$ cat src/rtl/fetch_queue_if.sv
// Fetch queue bus: instruction-memory port, redirect input, consumer dequeue
// request and the head window presented to issue logic.
interface fetch_queue_if #(
    parameter int unsigned ISSUE_W = 2,
    parameter int unsigned DEPTH   = 8,
    parameter int unsigned ADDR_W  = 9,
    parameter int unsigned INST_W  = 16
);
    localparam int unsigned DW = $clog2(ISSUE_W) + 1;
    localparam int unsigned CW = $clog2(DEPTH) + 1;

    logic [ADDR_W*ISSUE_W-1:0] im_maddr;
    logic [INST_W*ISSUE_W-1:0] im_rdata;
    logic                      redirect;
    logic [ADDR_W-1:0]         redirect_pc;
    logic [DW-1:0]             deq_cnt;
    logic [INST_W*ISSUE_W-1:0] out_inst;
    logic [ADDR_W*ISSUE_W-1:0] out_pc;
    logic [ISSUE_W-1:0]        out_valid;
    logic [CW-1:0]             count;
    logic                      fetch_stall;

    // Fetch unit side.
    modport master (
        output im_maddr,
        input  im_rdata,
        input  redirect,
        input  redirect_pc,
        input  deq_cnt,
        output out_inst,
        output out_pc,
        output out_valid,
        output count,
        output fetch_stall
    );

    // Memory / issue-logic side.
    modport slave (
        input  im_maddr,
        output im_rdata,
        output redirect,
        output redirect_pc,
        output deq_cnt,
        input  out_inst,
        input  out_pc,
        input  out_valid,
        input  count,
        input  fetch_stall
    );
endinterface

$ cat src/rtl/fetch_queue.sv
// N-wide instruction fetch unit: PC register, aligned group fetch from a
// combinational instruction memory, and a circular decoupling queue whose
// oldest ISSUE_W entries are presented to the issue logic each cycle.
module fetch_queue #(
    parameter int unsigned        ISSUE_W  = 2,
    parameter int unsigned        DEPTH    = 8,
    parameter int unsigned        ADDR_W   = 9,
    parameter int unsigned        INST_W   = 16,
    parameter bit [ADDR_W-1:0]    RESET_PC = '0
) (
    input  logic           clk,
    input  logic           rst,
    fetch_queue_if.master  bus
);
    localparam int unsigned PW = $clog2(DEPTH);
    localparam int unsigned CW = $clog2(DEPTH) + 1;
    localparam int unsigned DW = $clog2(ISSUE_W) + 1;

    logic [ADDR_W-1:0] r_pc;
    logic [PW-1:0]     r_head;
    logic [PW-1:0]     r_tail;
    logic [CW-1:0]     r_count;
    logic [INST_W-1:0] r_inst [DEPTH];
    logic [ADDR_W-1:0] r_ipc  [DEPTH];

    logic [ADDR_W-1:0] w_aligned;
    logic [CW-1:0]     w_off;
    logic [CW-1:0]     w_grp;
    logic [CW-1:0]     w_free;
    logic              w_room;
    logic              w_fetch;
    logic [CW-1:0]     w_deq;
    logic [CW-1:0]     w_eff;
    logic [CW-1:0]     w_count_nxt;
    logic [PW-1:0]     w_wr_idx [ISSUE_W];

    // Alignment, space check, dequeue clamp and next occupancy.
    always_comb begin
        w_aligned   = r_pc & ~ADDR_W'(ISSUE_W - 1);
        w_off       = CW'(r_pc & ADDR_W'(ISSUE_W - 1));
        w_grp       = CW'(ISSUE_W) - w_off;
        w_free      = CW'(DEPTH) - r_count;
        // Space is judged on registered occupancy only, so a full queue
        // reports a stall even while a redirect is also suppressing fetch.
        w_room      = (w_free >= CW'(ISSUE_W));
        w_fetch     = w_room && !bus.redirect;
        w_deq       = CW'(bus.deq_cnt);
        w_eff       = (w_deq > r_count) ? r_count : w_deq;
        w_count_nxt = r_count + (w_fetch ? w_grp : '0) - w_eff;
    end

    // Queue slot for each fetch lane; lanes below the offset are unused.
    always_comb begin
        for (int unsigned i = 0; i < ISSUE_W; i++) begin
            w_wr_idx[i] = r_tail + PW'(i) - PW'(w_off);
        end
    end

    // PC, pointers and occupancy; redirect flushes and overrides push/pop.
    always_ff @(posedge clk or negedge rst) begin
        if (!rst) begin
            r_pc    <= RESET_PC;
            r_head  <= '0;
            r_tail  <= '0;
            r_count <= '0;
        end else if (bus.redirect) begin
            r_pc    <= bus.redirect_pc;
            r_head  <= '0;
            r_tail  <= '0;
            r_count <= '0;
        end else begin
            if (w_fetch) begin
                r_pc   <= w_aligned + ADDR_W'(ISSUE_W);
                r_tail <= r_tail + PW'(w_grp);
            end
            r_head  <= r_head + PW'(w_eff);
            r_count <= w_count_nxt;
        end
    end

    // Queue storage write of the fetched lanes off..ISSUE_W-1 (not reset).
    always_ff @(posedge clk) begin
        if (w_fetch) begin
            for (int unsigned i = 0; i < ISSUE_W; i++) begin
                if (CW'(i) >= w_off) begin
                    r_inst[w_wr_idx[i]] <= bus.im_rdata[i*INST_W +: INST_W];
                    r_ipc[w_wr_idx[i]]  <= w_aligned + ADDR_W'(i);
                end
            end
        end
    end

    // Memory address lanes and the head window seen by issue logic.
    always_comb begin
        bus.im_maddr    = '0;
        bus.out_inst    = '0;
        bus.out_pc      = '0;
        bus.out_valid   = '0;
        bus.count       = r_count;
        bus.fetch_stall = !w_room;
        for (int unsigned i = 0; i < ISSUE_W; i++) begin
            bus.im_maddr[i*ADDR_W +: ADDR_W] = w_aligned + ADDR_W'(i);
            bus.out_inst[i*INST_W +: INST_W] = r_inst[r_head + PW'(i)];
            bus.out_pc[i*ADDR_W +: ADDR_W]   = r_ipc[r_head + PW'(i)];
            bus.out_valid[i]                 = (r_count > CW'(i));
        end
    end

    logic w_unused;
    assign w_unused = ^{DW'(0)};
endmodule
$ cat src/flat_wrapper.sv
// flat-port wrapper written by rule: the top's interface ports become plain ports
module fetch_queue_flat 
#(
    parameter int unsigned        ISSUE_W  = 2,
    parameter int unsigned        DEPTH    = 8,
    parameter int unsigned        ADDR_W   = 9,
    parameter int unsigned        INST_W   = 16,
    parameter bit [ADDR_W-1:0]    RESET_PC = '0
)
  (clk, rst, bus_im_maddr, bus_im_rdata, bus_redirect, bus_redirect_pc, bus_deq_cnt, bus_out_inst, bus_out_pc, bus_out_valid, bus_count, bus_fetch_stall);
  fetch_queue_if #(.ISSUE_W(ISSUE_W), .DEPTH(DEPTH), .ADDR_W(ADDR_W), .INST_W(INST_W)) bus_i ();
  input  logic clk;
  input  logic rst;
  output wire logic [$bits(bus_i.im_maddr)-1:0] bus_im_maddr;
  input wire logic [$bits(bus_i.im_rdata)-1:0] bus_im_rdata;
  input wire logic [$bits(bus_i.redirect)-1:0] bus_redirect;
  input wire logic [$bits(bus_i.redirect_pc)-1:0] bus_redirect_pc;
  input wire logic [$bits(bus_i.deq_cnt)-1:0] bus_deq_cnt;
  output wire logic [$bits(bus_i.out_inst)-1:0] bus_out_inst;
  output wire logic [$bits(bus_i.out_pc)-1:0] bus_out_pc;
  output wire logic [$bits(bus_i.out_valid)-1:0] bus_out_valid;
  output wire logic [$bits(bus_i.count)-1:0] bus_count;
  output wire logic [$bits(bus_i.fetch_stall)-1:0] bus_fetch_stall;
  assign bus_im_maddr = bus_i.im_maddr;
  assign bus_i.im_rdata = bus_im_rdata;
  assign bus_i.redirect = bus_redirect;
  assign bus_i.redirect_pc = bus_redirect_pc;
  assign bus_i.deq_cnt = bus_deq_cnt;
  assign bus_out_inst = bus_i.out_inst;
  assign bus_out_pc = bus_i.out_pc;
  assign bus_out_valid = bus_i.out_valid;
  assign bus_count = bus_i.count;
  assign bus_fetch_stall = bus_i.fetch_stall;
  fetch_queue #(.ISSUE_W(ISSUE_W), .DEPTH(DEPTH), .ADDR_W(ADDR_W), .INST_W(INST_W), .RESET_PC(RESET_PC)) u_core (.clk(clk), .rst(rst), .bus(bus_i));
endmodule
$ cat config.mk
export PLATFORM = sky130hd
export DESIGN_NAME = fetch_queue_flat
export DESIGN_NICKNAME = d
export VERILOG_FILES = /design/src/rtl/fetch_queue_if.sv /design/src/rtl/fetch_queue.sv /design/src/flat_wrapper.sv
export SDC_FILE = /design/constraint.sdc
export NUM_CORES = 1
export LEC_CHECK = 0
export ABC_AREA = 1
export BUFFER_PORTS_ARGS = -buffer_cell sky130_fd_sc_hd__buf_2
export CORE_UTILIZATION = 30
export DETAILED_ROUTE_END_ITERATION = 7
export MAX_ROUTING_LAYER = met4
export PLACE_DENSITY = 0.5
export SLEW_MARGIN = 20
export SYNTH_ARGS = -nofsm -noshare
export SYNTH_HDL_FRONTEND = slang
export SYNTH_SLANG_ARGS = --single-unit
$ cat constraint.sdc
create_clock -name clk -period 3.5 [get_ports clk]
set_clock_uncertainty 0.15 [all_clocks]
set_input_delay 0.175 -clock clk [delete_from_list [all_inputs] [get_ports clk]]
set_output_delay 0.175 -clock clk [all_outputs]
set_load 0.05 [all_outputs]
Word-level counts from Yosys, hierarchy flattened
Memories as Yosys holds them, arrays and structs flattened.
Index checks and enable logic that the tools add are counted.
{ "totals": {"ff_bits": 19, "latch_bits": 0, "ramBits": 200, "rom_bits": 0, "inputBits": 46, "word_cells": 42, "n_memories": 2} }
{ "memory_table": {"columns": ["name", "words", "word_bits", "read_ports", "rd_clocked_by_memory_dff", "write_ports", "line", "rtl"], "rows": [
  ["u_core.r_inst", 8, 16, 2, 0, 2, "fetch_queue.sv:23", "logic [INST_W-1:0] r_inst [DEPTH];"],
  ["u_core.r_ipc", 8, 9, 2, 0, 2, "fetch_queue.sv:24", "logic [ADDR_W-1:0] r_ipc [DEPTH];"]
]} }
{ "op_classes": {"add_sub_neg": 12, "multipliers": 0, "div": 0, "n_lt_le_gt_ge": 6, "n_eq_ne": 0, "shifts": 0, "n_mux": 14, "n_bitwise": 0, "reduce_logical": 4} }
{ "ops": {"columns": ["operator", "n"], "rows": [
  ["$mux W9", 2],
  ["$mux W4", 3],
  ["$add A9 B1 Y9 const B", 1],
  ["$add A9 B2 Y9 const B", 1],
  ["$mux W3", 3],
  ["$gt A4 B1 Y1 const B", 2],
  ["$add A3 B1 Y3 const B", 2],
  ["$add A3 B3 Y3", 2],
  ["$mux W1", 6],
  ["$sub A3 B1 Y3", 2],
  ["$add A4 B4 Y4", 1],
  ["$ge A4 B2 Y1 const B", 1],
  ["$gt A2 B4 Y1", 1],
  ["$sub A4 B4 Y4", 1],
  ["$sub A4 B4 Y4 const A", 1],
  ["$sub A2 B1 Y3 const A", 1],
  ["$ge A1 B1 Y1 const A", 2],
  ["$logic_not A1 Y1", 2],
  ["$reduce_bool A2 Y1", 1],
  ["$logic_and A1 B1 Y1", 1]
]} }

Longest topological paths before layout
{ "logic_depth": {"ltp_word": 7, "mapped_depth": 17} }

Worst setup path before layout
Ideal clock, no wire load.
{ "synth_timing": {"path_kind": "reg2reg", "startpoint": "register u_core.r_count[1] (netlist: u_core.bus.count[1])", "endpoint": "register u_core.r_count[3] (netlist: u_core.bus.count[3])", "setup_ns": 0.132, "arrival_time_ns": 3.267, "required_time_ns": 3.218, "setup_slack_ns": -0.049, "stages_incl_launch_ff": 17, "path_buffers": 2, "synth_period_minus_slack_ns": 3.549, "cell_sequence": "dfrtp_1 inv_1 ha_1 inv_1 nand4_1 nor2_4 nor2_8 buf_2 buf_2 nand2_1 fa_1 inv_1 ha_1 nand3_1 nand2_1 xor2_1 nor2_1"} }
{ "synth_via": {"elab_chain_cells": 7, "elab_cells_between_ends": 9, "cone_classes": "add/sub (3); order compare (2); mux (3); reduce/logical (1)"} }
{ "synth_lines": {"columns": ["item", "line", "rtl"], "rows": [
  ["start, declared", "fetch_queue.sv:22", "logic [CW-1:0] r_count;"],
  ["start signal, assigned", "fetch_queue.sv:77", "r_count <= w_count_nxt;"],
  ["$sub A4 B4 Y4", "fetch_queue.sv:42", "w_free = CW'(DEPTH) - r_count;"],
  ["$ge A4 B2 Y1", "fetch_queue.sv:45", "w_room = (w_free >= CW'(ISSUE_W));"],
  ["$logic_and A1 B1 Y1", "fetch_queue.sv:46", "w_fetch = w_room && !bus.redirect;"],
  ["$mux W4", "fetch_queue.sv:49", "w_count_nxt = r_count + (w_fetch ? w_grp : '0) - w_eff;"],
  ["$add A4 B4 Y4", "fetch_queue.sv:49", null],
  ["$sub A4 B4 Y4 (*)", "fetch_queue.sv:49", null],
  ["$mux W4 (*)", "fetch_queue.sv:66", "end else if (bus.redirect) begin"]
]} }
Every way passes the cells marked *; elsewhere a longest branch is shown, timed or not.
A chain may end at the register's enable or synchronous reset.

Worst setup path in the final report
{ "layout_timing": {"startpoint": "register u_core.r_head[0]", "endpoint": "output port bus_out_inst[23]"} }
{ "layout_via": {"elab_chain_cells": 2} }
{ "layout_lines": {"columns": ["item", "line", "rtl"], "rows": [
  ["start, declared", "fetch_queue.sv:20", "logic [PW-1:0] r_head;"],
  ["start signal, assigned", "fetch_queue.sv:76", "r_head <= r_head + PW'(w_eff);"],
  ["$add A3 B1 Y3", "fetch_queue.sv:103", "bus.out_inst[i*INST_W +: INST_W] = r_inst[r_head + PW'(i)];"],
  ["$mem_v2 Z8 W16", null, null],
  ["end, declared", "flat_wrapper.sv:19", "output wire logic [$bits(bus_i.out_inst)-1:0] bus_out_inst;"]
]} }
No other way between the ends.

==> metrics <==
HP Start bus_deq_cnt[1]; post-DP HPWL between 30000 and 40000 microns; drt pass-1 iters 5; Worst path slowest cell dfrtp_4; Avg Cell Area, Syn roughly 7.5 sq um; Vias roughly 14000; first-pass GRT wire length roughly 80000 microns; delay of the slowest cell on the worst path between 500 and 600 ps; Nets 2068; outcome completed; RSZ-0062 raised after global routing no; Synth area leaders edfxtp_1 (40%), nand2_1 (13%), o21ai_0 (8.2%); dominant synthesized flop cell edfxtp_1; Worst-Skew Late Latency about 550 ps; CP Class reg -> out; Synth Cell Area between 0.01 and 0.015 sq mm; num ports 121; clock root cell clkbuf_16; Starting DRT DRC Count ~1300; Total Wirelength about 54000 microns; worst-case clock buffer depth 3; post-synth top area share 0.400; cell mode on critical path nor2_1; cell row count a little under 80; crit-path cells ha_2 > inv_2 > buf_4 > nor2_1 > o21ai_0 > nand2_1 > nor2_1 > a31oi_1 > buf_2; via/cell ratio approximately 5.3; Worst Tran Pin Value between 900 and 1000 ps; MaxCap Viol Count 0; ant diodes 0; layout cells sized above 1 0.131; total setup buffers inserted after CTS 0; Cells after Synth between 1500 and 2000; clk sinks 219; Slew Limit Fails 0; Port Buffer Count 118; Seq cells post-synth around 220; Distinct cells, synth 38; cell taking the most area after synthesis edfxtp_1; vias in the first global route 13400; Slew Limit Headroom 0.365; die area ~0.049 sq mm; synth warn 0; Post-synth ARST share 0.0868; CP arrival a little over 3000 ps; Crit. Startpoint u_core.r_head[0]; Buf/Inv on CP 3; Core Footprint about 0.047 sq mm; type of origin of the critical path flop; hold slack between 100 and 150 ps; fmax 298 MHz; final setup TNS 0 ps; ANT nets after route 0; Total Routing Usage GR 0.221; CTS tree yes; min cycle time layout between 3000 and 4000 ps; Tcrit/Tclk final 0.958; Net Count, Synth 1989; Worst setup EP type output port; GP Congestion about 0.9; Crit Path Max Fanout 26; H-tree levels 1; Worst Hold Class in -> reg; global route overflow 0; initial antenna violation count 1; Final Hold Vio Count 0; Crit path required time approximately 3200 ps; final setup vio count 0; drt wl/cell approximately 20 microns; Critical R2R Launch u_core.bus.count[1]; cell family with most CP delay buffers and inverters; area grow syn2layout 17.8%; largest net degree at the start of global routing 114; Reg clk slew, reported paths around 60 ps; register area share after synthesis 0.444; Starting Density 0.307; die span in x 221 microns; drt drc 0; Die Y 221 microns; number of synthesized flops with an enable pin around 190; CTS buffer count 26
==> cell type report <==
type | count | area [sq um]
clock buffers | 35 | 736
clock inverters | 13 | 83.8
fillers | 4781 | 30000
inverters | 83 | 317
multi-input cells | 1409 | 6720
flip-flops and latches | 219 | 6410
well taps | 607 | 759
repair buffers | 260 | 1970
==> metrics by stage <==
stage          cells  setup WS, ps  instance area (sq um)   util
2_1_floorplan   1920           132                  14400      -
3_3_place_gp    2509           414                  15500  0.330
3_5_place_dp    2509           343                  15500  0.330
4_1_cts         2626           110                  17000  0.362
5_1_grt         2626          12.7                  17000  0.362
6_report        2626           146                  17000  0.362
==> flip-flops by register name (all words and copies together), names as in the netlist <==
name              count
u_core.r_ipc         72
u_core.r_head         3
u_core.bus.count      4
u_core.r_inst       128
u_core.r_pc           9
u_core.r_tail         3
==> worst register-to-register path, delay by kind of cell (launching register included) <==
| family | cells | cell delay (ps) |
|---|---|---|
| adders and majority gates | 1 | 230 |
| DFF | 1 | 410 |
| buffers and inverters | 4 | 1670 |
| and+or+nand+nor | 6 | 700 |
==> worst paths after layout <==
check | endpoint | cells past startpoint | slack (ps)
max | bus_out_inst[23] | 9 | 150
max in group asynchronous | u_core.r_head[0] | 3 | 1810
min reg2reg | u_core.r_ipc[0][0] | 2 | 310
max reg2reg | u_core.r_inst[7][8] | 11 | 220
min in group asynchronous | u_core.r_head[0] | 3 | 710
min | u_core.r_head[1] | 6 | 110
==> logic make-up after synthesis <==
logic type | count (synthesis) | share of synthesized area
mux | 1 | 0.000694
xor+xnor | 11 | 0.00720
buf+inv | 292 | 0.0928
compound gates | 390 | 0.138
other cells | 2 | 0.000520
fa+ha+maj | 23 | 0.0220
simple gates | 982 | 0.295
flops | 219 | 0.444
==> cells in the final DEF (no fill, tap or decap), drive strengths merged, types with 2 or more instances in the layout <==
| master | instances |
|---|---|
| edfxtp | 192 |
| a21oi | 104 |
| nand4 | 69 |
| nor2 | 208 |
| nand2 | 493 |
| fa | 4 |
| dfxtp | 8 |
| ha | 19 |
| clkbuf | 35 |
| o21a | 2 |
| conb | 2 |
| xor2 | 4 |
| dlygate4sd3 | 69 |
| clkinv | 13 |
| nand3 | 210 |
| xnor2 | 7 |
| inv | 82 |
| o22ai | 2 |
| a31oi | 25 |
| o21ai | 254 |
| dfrtp | 19 |
| buf | 191 |
==> routing by layer <==
layer	GRT usage	wire length [microns]	up-vias
met2	0.368	25500	549
li1	-	-	6644
met1	0.276	23000	6674
met5	-	0	-
met3	0.0279	3700	95
met4	0.0708	1410	0
==> cell usage after synthesis (19+ instances only) <==
cell and n:
o21ai_1 19, dfrtp_1 19, nand2_1 483, edfxtp_1 192
ha_1 19, nor2_1 194, buf_4 22, nand4_1 69
a31oi_1 25, inv_1 78, a21oi_1 104, buf_1 31
clkbuf_1 58, buf_2 92, o21ai_0 235, nand3_1 210
==> what timing repair did <==
item                                    CTS  global route
hold buffers                             69             0
endpoints found under the hold margin   162             0
gates resized for setup                   0             3
endpoints found under the setup margin    0            16
Power is left out: the tool's default activity adds up to more than one toggle a clock period on the data nets, which glitch-free logic cannot reach.
